## src/rtl/vsmp_pkg.sv

```systemverilog
// Shared VSMP definitions: opcodes, control-unit phase numbers and default widths.
package vsmp_pkg;

   localparam int AW_DEF = 4;
   localparam int DW_DEF = 8;

   localparam logic [3:0] OP_NOP = 4'b0000;
   localparam logic [3:0] OP_ADD = 4'b0001;
   localparam logic [3:0] OP_SUB = 4'b0010;
   localparam logic [3:0] OP_LDA = 4'b0101;
   localparam logic [3:0] OP_JMP = 4'b0110;
   localparam logic [3:0] OP_HLT = 4'b1111;

   localparam logic [2:0] PH_FETCH = 3'd0;
   localparam logic [2:0] PH_INC   = 3'd1;
   localparam logic [2:0] PH_EXEC  = 3'd2;
   localparam logic [2:0] PH_WB    = 3'd3;

endpackage

```

## src/rtl/fetch_unit_pc_counter.sv

```systemverilog
// Program counter: AW-bit register with load (priority), increment and hold.
module pc_counter #(
   parameter int AW = 4
) (
   input  logic          CLK,
   input  logic          RST,
   input  logic          inc,
   input  logic          load,
   input  logic [AW-1:0] load_val,
   output logic [AW-1:0] pc
);

   logic [AW-1:0] pc_reg;

   always_ff @(posedge CLK or posedge RST) begin
      if (RST) begin
         pc_reg <= '0;
      end else if (load) begin
         pc_reg <= load_val;
      end else if (inc) begin
         pc_reg <= pc_reg + AW'(1);
      end
   end

   assign pc = pc_reg;

endmodule

```

## src/rtl/fetch_unit.sv

```systemverilog
// VSMP instruction fetch: owns PC and IR, feeds the opcode to the control unit,
// resolves JMP in phase 2 and freezes on HLT until reset.
module fetch_unit
   import vsmp_pkg::*;
#(
   parameter int         AW     = AW_DEF,
   parameter int         DW     = DW_DEF,
   parameter logic [3:0] OP_JMP = vsmp_pkg::OP_JMP,
   parameter logic [3:0] OP_HLT = vsmp_pkg::OP_HLT
) (
   input  logic          CLK,
   input  logic          RST,
   input  logic [2:0]    PHASE,
   input  logic          RUN,
   input  logic          ENABLEINSTR,
   output logic [AW-1:0] MEM_ADDR,
   input  logic [DW-1:0] MEM_DATA,
   output logic [3:0]    INSTR,
   output logic [DW-1:0] BUS_OUT,
   output logic          BUS_VALID,
   output logic          HALTED,
   output logic [AW-1:0] PC_OUT
);

   localparam int OPW = DW - 4;

   logic [DW-1:0]  ir_reg;
   logic           halted_reg;
   logic           active;
   logic [3:0]     opcode;
   logic [OPW-1:0] operand;
   logic [AW-1:0]  jump_target;
   logic           pc_inc;
   logic           pc_load;
   logic [AW-1:0]  pc;

   assign active  = RUN && !halted_reg;
   assign opcode  = ir_reg[DW-1:DW-4];
   assign operand = ir_reg[OPW-1:0];

   // Operand is fitted to the PC width so JMP lands exactly on the target.
   generate
      if (OPW >= AW) begin : g_trunc
         assign jump_target = operand[AW-1:0];
      end else begin : g_zext
         assign jump_target = {{(AW-OPW){1'b0}}, operand};
      end
   endgenerate

   always_ff @(posedge CLK or posedge RST) begin
      if (RST) begin
         ir_reg     <= '0;
         halted_reg <= 1'b0;
      end else if (active && PHASE == PH_FETCH) begin
         ir_reg <= MEM_DATA;
         if (MEM_DATA[DW-1:DW-4] == OP_HLT) begin
            halted_reg <= 1'b1;
         end
      end
   end

   // Load has priority inside the counter, but phases never overlap anyway.
   assign pc_inc  = active && PHASE == PH_INC;
   assign pc_load = active && PHASE == PH_EXEC && opcode == OP_JMP;

   pc_counter #(.AW(AW)) u_pc (
      .CLK      (CLK),
      .RST      (RST),
      .inc      (pc_inc),
      .load     (pc_load),
      .load_val (jump_target),
      .pc       (pc)
   );

   assign MEM_ADDR  = pc;
   assign PC_OUT    = pc;
   assign INSTR     = opcode;
   assign HALTED    = halted_reg;
   assign BUS_VALID = ENABLEINSTR;
   assign BUS_OUT   = ENABLEINSTR ? {4'b0000, operand} : '0;

endmodule
```

## config.mk

```make
export PLATFORM = sky130hd
export DESIGN_NAME = fetch_unit
export DESIGN_NICKNAME = d
export VERILOG_FILES = /design/src/rtl/vsmp_pkg.sv /design/src/rtl/fetch_unit_pc_counter.sv /design/src/rtl/fetch_unit.sv
export SDC_FILE = /design/constraint.sdc
export NUM_CORES = 1
export LEC_CHECK = 0
export CORE_MARGIN = 2
export CORE_UTILIZATION = 39
export DETAILED_ROUTE_END_ITERATION = 8
export HOLD_SLACK_MARGIN = 0.06
export PLACE_DENSITY = 0.78
export REMOVE_ABC_BUFFERS = 1
export SYNTH_ARGS = -nofsm -noshare
export SYNTH_HDL_FRONTEND = slang
export SYNTH_SLANG_ARGS = --single-unit
```

## constraint.sdc

```tcl
create_clock -name CLK -period 2 [get_ports CLK]
set_input_delay 0.4 -clock CLK [delete_from_list [all_inputs] [get_ports CLK]]
set_output_delay 0.4 -clock CLK [all_outputs]
set_load 0.1 [all_outputs]
```

==> run_results.csv, run 1 <==
group,metric,value,unit
global_routing,grt_antenna_before_repair,0,
die,die_x,47.9,µm
sta,max_freq,540,MHz
global_routing,grt_pass1_vias,568,
sta,finClkSkew,0.00254,ns
route,first_pass_iters,4,
worst_setup_path,crit_fanout,3,
layout,final_common_cell,"clkdlybuf4s50_1",
synth,yosys_warnings,0,
global_routing,grt_pass1_wl,2.66,mm
synth,synth.largest_area_cell,"dfrtp_1",
worst_setup_path,end_kind,"flop",
clock_tree,cts_tree,"built",
die,die_h,47.9,µm
power_and_ir_drop,p_leak,0.517,nW
placement,place.gp.congestion,0.719,
placement,dpl_cell_area,1090,µm²
synth,synth_edf_count,0,
clock_tree,clk_path_buf_depth,2,
layout,diodes,0,
worst_setup_path,r2r_start,"HALTED$_DFFE_PP0P_",
clock_tree,cts_root_buf,"clkbuf_4",
synth,synthTopCellsByArea,"dfrtp_1 43%, buf_4 13%, mux2_2 12%",
sta,final.period_utilization,92.5,%
sta,maxSlewViolCount,0,
global_routing,grt_usage,17.7,%
clock_tree,cts-resized-gates,0,
synth,yosysSeqAreaShare,43.3,%
power_and_ir_drop,power.density,1530,nW/µm²
layout,final_cell_mix,"14 x clkdlybuf4s50_1, 13 x dfrtp_1, 12 x buf_4",
worst_setup_path,path_cells,"clkdlybuf4s50_1, or4b_4, nor3_4, nor2_2, a221o_1",
synth,synth_cell_type_count,26,
layout,area_delta_synth_final,48.2,%
sta,finalSetupViolations,0,
layout,fin_area,1110,µm²
sta,fin_setup_tns,0,ns
route,drc_errors,0,
synth,synthCells,67,
layout,drive_above_1_share,42.1,%
die,rows,15,
worst_hold_path,hold_class,"in2async",
synth,ys_ff_latch,13,
placement,portBuffers,32,
power_and_ir_drop,total_power,1.70,mW
route,routedWlPerCell,13.5,µm
worst_setup_path,cpPeakStageDelay,0.51,ns
placement,hpwl,1.35,mm
die,start_util,42.6,%
clock_tree,hold_buffers,0,
sta,rsz0062_at_grt,"no",
synth,ys_async_sr_fraction,100,%
clock_tree,htreeDepth,1,
synth,syn_area,751,µm²
worst_setup_path,cp.buffers_inverters,1,
synth,synth_top_area_share,43.3,%
layout,regArea,325,µm²
layout,fill_cells,149,
worst_setup_path,cp-start-kind,"input port",
global_routing,grt_overflow_total,0,
power_and_ir_drop,ir_worst_vdd,0.000658,V
clock_tree,cts_buffers,3,
worst_setup_path,crit_start,"RUN",
outcome,status,"completed",
route,ant_nets,0,
clock_tree,post_cts_buffers,0,
layout,fin_nets,112,
job,maxCapViolations,0,
sta,finalCriticalPeriod,1.85,ns
worst_setup_path,worstPathRequired,2.17,ns
route,first_iter_violations,9,
worst_setup_path,cp_top_family,"simple AND/OR/NAND/NOR gates",
route,routed_wl,1.62,mm
synth,avgSynthCellArea,11.2,µm²
clock_tree,clock_latency,0.28,ns
die,ios,37,
sta,hold_viol,0,
layout,multiInputGateArea,335,µm²
route,vias,587,
sta,holdWs,0.432,ns
clock_tree,path_clk_slew,0.08,ns
worst_setup_path,critPathSlowestCell,"or4b_4",
global_routing,grt_max_degree,14,
die,core,1760,µm²
worst_setup_path,arrival,2.02,ns
synth,ys.flop_type,"dfrtp_1",
layout,largest_register_ffs,8,
die,dieArea,2290,µm²
route,vias_per_cell,4.89,
worst_setup_path,crit_type,"in2reg",
clock_tree,cts_num_sinks,13,
## cells in the mapped netlist, types with 2 or more instances
library cell / instances
dfrtp_1: 13
nor2_2: 2
mux2_2: 8
a21oi_1: 2
a211o_1: 2
nand2b_1: 2
nor2_1: 2
nand3_1: 2
a21o_2: 2
and2_1: 4
buf_4: 13
## routing by layer
metal | part of all wire (%) | global-route usage [%] | wire length [µm]
met4 | 1.9 | 11.4 | 31
met3 | 4.6 | 4.53 | 75
met5 | 0 | 0 | 0
met2 | 52 | 28.5 | 852
met1 | 41 | 20.8 | 663
## through the flow
| stage | utilization (%) | setup slack, ns | std cells |
|---|---|---|---|
| after floorplan | - | -0.485 | 57 |
| after global placement | 61.6 | -0.111 | 116 |
| after detailed placement | 61.6 | -0.142 | 116 |
| after CTS | 63.0 | 0.158 | 120 |
| after global routing | 63.0 | 0.110 | 120 |
| final | 63.0 | 0.150 | 120 |
## worst reg2reg max path: cells and delay by family, from the launching register on
family | cells | cell delay, ns
simple gates | 3 | 0.91
compound gates | 1 | 0.30
flops | 1 | 0.42
## cell families (layout without fill, tap and decap cells)
family          Yosys count  count (layout)  synth area share (%)
buf+inv                  14              39                  13.5
mux                       8               8                  12.0
fa+ha+maj                 1               1                  1.67
flops                    13              13                  43.3
other cells               1               4                 0.500
compound gates            8               8                  8.67
simple gates             22              22                  20.3
## power breakdown
group          leakage [nW]  internal (mW)  switching [mW]
clock network        0.0150         0.0774          0.0895
registers             0.161          0.331          0.0826
logic                 0.342          0.288           0.832
## final cells by class
cell class	instances	share of cell area [%]
clock buffers	4	2.36
inverters	1	0.337
multi-input cells	43	30.1
flip-flops and latches	13	29.2
well taps	25	2.81
repair buffers	34	35.1
## path summary, 6_finish.rpt
path / end / slack [ns] / cells past startpoint
worst max-delay path: u_pc.pc[0]$_DFFE_PP0P_ / 0.15 / 5
worst min-delay path: ir_reg[7]$_DFFE_PP0P_ / 0.43 / 2
worst max register to register: u_pc.pc[0]$_DFFE_PP0P_ / 0.27 / 4
worst min register to register: HALTED$_DFFE_PP0P_ / 0.53 / 1
max in group asynchronous: u_pc.pc[3]$_DFFE_PP0P_ / 1.24 / 2
min in group CLK: HALTED$_DFFE_PP0P_ / 0.53 / 1
No activity file was read; power rests on OpenSTA's default activity.
==> run 2, diff against run 1 <==
--- a/config.mk
+++ b/config.mk
@@ -6,10 +6,10 @@
 export NUM_CORES = 1
 export LEC_CHECK = 0
 export CORE_MARGIN = 2
-export CORE_UTILIZATION = 39
+export CORE_UTILIZATION = 35
 export DETAILED_ROUTE_END_ITERATION = 8
 export HOLD_SLACK_MARGIN = 0.06
-export PLACE_DENSITY = 0.78
+export PLACE_DENSITY = 0.74
 export REMOVE_ABC_BUFFERS = 1
 export SYNTH_ARGS = -nofsm -noshare
 export SYNTH_HDL_FRONTEND = slang
==> constraint.sdc (replaced) <==
create_clock -name CLK -period 1.6 [get_ports CLK]
set_input_delay 0.32 -clock CLK [delete_from_list [all_inputs] [get_ports CLK]]
set_output_delay 0.32 -clock CLK [all_outputs]
set_load 0.1 [all_outputs]
==> run 2 against run 1 <==
Compared with the run above:
- the run now ends with setup timing left
- highest routed layer unchanged
- wire length grew 12%
- clock power increased by 23%
- sequential power increased by 35%
- worst setup slack got worse by 0.21 ns
- critical endpoint is now u_pc.pc[2]$_DFFE_PP0P_
- combinational power up 51%
==> run_results.csv, run 2 (synthesis results as in run 1) <==
group,metric,value,unit
worst_setup_path,crit_end,"u_pc.pc[2]$_DFFE_PP0P_",
route,routed_wl,1.81,mm
die,dieArea,2530,µm²
worst_setup_path,path_cells,"or4b_4, nor3_4, buf_4, nor3b_2, a211o_1",
worst_setup_path,worstPathRequired,1.76,ns
worst_setup_path,critPathSlowestCell,"or4b_4",
layout,fin_nets,119,
placement,place.gp.congestion,0.821,
route,dr_wl_met2,908,µm
placement,placed_cells,123,
sta,rsz0062_at_grt,"yes",
route,drc_errors,0,
clock_tree,cts_tree,"built",
die,die_h,50.3,µm
power_and_ir_drop,power.density,1830,nW/µm²
route,vias_per_cell,4.65,
route,wl_met3,70,µm
layout,drive_above_1_share,48.0,%
sta,postLayoutSetupSlackWorst,-0.0580,ns
route,vias,600,
worst_setup_path,crit_start,"HALTED$_DFFE_PP0P_",
outcome,violations,"setup timing",
clock_tree,clk_path_buf_depth,2,
global_routing,grt_pass1_wl,2.90,mm
global_routing,grt_pass1_vias,610,
route,first_pass_iters,3,
layout,fin_area,1340,µm²
outcome,status,"finished, violations left",
placement,dpl_cell_area,1250,µm²
worst_setup_path,end_kind,"flop",
worst_setup_path,reg2reg_slack,-0.06,ns
job,maxCapViolations,0,
worst_setup_path,cpPeakStageDelay,0.53,ns
placement,portBuffers,32,
layout,instances_no_fill,129,
layout,largest_register_ffs,8,
global_routing,grt_antenna_before_repair,0,
power_and_ir_drop,p_leak,0.637,nW
worst_setup_path,r2r_end,"u_pc.pc[2]$_DFFE_PP0P_",
clock_tree,path_clk_slew,0.08,ns
sta,maxSlewViolCount,0,
worst_setup_path,arrival,1.82,ns
route,ant_nets,0,
global_routing,grt_overflow_total,0,
clock_tree,cts_root_buf,"clkbuf_4",
worst_setup_path,reg2reg_depth,5,
die,ios,37,
worst_hold_path,hold_class,"in2async",
sta,hold_viol,0,
sta,finClkSkew,0.00169,ns
clock_tree,hold_buffers,0,
layout,final_cell_mix,"18 x buf_12, 13 x dfrtp_1, 10 x clkdlybuf4s50_1",
layout,final_common_cell,"buf_12",
clock_tree,htreeDepth,1,
die,core,2000,µm²
sta,final.period_utilization,104,%
worst_setup_path,r2r_start,"HALTED$_DFFE_PP0P_",
die,rows,16,
worst_setup_path,cp-start-kind,"flop",
sta,finalCriticalPeriod,1.66,ns
global_routing,grt_max_degree,14,
sta,holdWs,0.368,ns
die,start_util,37.5,%
layout,diodes,0,
global_routing,grt_usage,15.8,%
clock_tree,cts_num_sinks,13,
worst_setup_path,crit_fanout,3,
clock_tree,clock_latency,0.27,ns
sta,max_freq,603,MHz
clock_tree,cts_buffers,3,
die,die_x,50.3,µm
sta,finalSetupViolations,3,
placement,hpwl,1.40,mm
route,highest_layer,"met4",
worst_setup_path,crit_type,"reg2reg",
route,first_iter_violations,5,
route,routedWlPerCell,14.1,µm
layout,area_delta_synth_final,78.7,%
route,met1_length,790,µm
power_and_ir_drop,ir_worst_vdd,0.00109,V
run 2: cell count changes in the layout (fill, tap and decap cells not counted), moves of 2 or more:
cell             before  now
buf_12                8   18
mux2_2                8    0
mux2_4                0    8
buf_4                12    7
clkdlybuf4s50_1      14   10
dlygate4sd2_1         0    3
buf_6                 0    2
run 2: metrics by stage:
stage	total power [mW]	utilization (%)	TNS [ns]	worst slack [ns]
6_report	2.46	67.0	-0.106	-0.0580
4_1_cts	2.46	66.0	-0.624	-0.0741
3_5_place_dp	2.22	62.5	-5.46	-0.461
2_1_floorplan	1.54	-	-10.31	-0.885
3_3_place_gp	2.20	62.5	-5.02	-0.421
5_1_grt	2.54	67.0	-0.505	-0.103
run 2: worst min path at each step:
stage	start	end	slack (ns)	depth (start not counted)
after floorplan	RST	HALTED$_DFFE_PP0P_	0.20	1
after global placement	ir_reg[2]$_DFFE_PP0P_	u_pc.pc[2]$_DFFE_PP0P_	0.50	1
after detailed placement	ir_reg[2]$_DFFE_PP0P_	u_pc.pc[2]$_DFFE_PP0P_	0.51	1
after CTS	RST	ir_reg[3]$_DFFE_PP0P_	0.39	2
after global routing	RST	ir_reg[3]$_DFFE_PP0P_	0.42	2
final	RST	ir_reg[3]$_DFFE_PP0P_	0.37	2
run 2: per-layer routing:
metal	track usage [%]	up-vias
li1	-	286
met1	18.4	291
met2	25.9	19
met3	3.87	4
met4	9.91	0
met5	0	-
run 2: where the power goes:
part / switching [mW] / internal [mW]
combinational: 1.07 / 0.625
clock: 0.109 / 0.0965
sequential: 0.145 / 0.414
total: 1.32 / 1.14
run 2: worst max-delay path, delay by kind of cell (launching register included):
family                 cells  cell delay, ns
buffers and inverters      1            0.15
AND/OR/NAND/NOR            3            0.79
AO/OA/AOI/OAI              1            0.22
flip-flops                 1            0.38
run 2: final cells by class:
type | instances | area [µm²]
inverters | 1 | 3.75
well taps | 27 | 33.8
clock buffers | 4 | 26.3
multi-input cells | 43 | 378
repair buffers | 41 | 574
fillers | 153 | 661
flip-flops and latches | 13 | 325
run 2: repair_timing:
item / CTS / global route
buffers inserted: 0 / 2
pin swaps: 7 / 4
endpoints found under the setup margin: 12 / 16
hold endpoints to repair: 0 / 0
resized for setup: 15 / 2
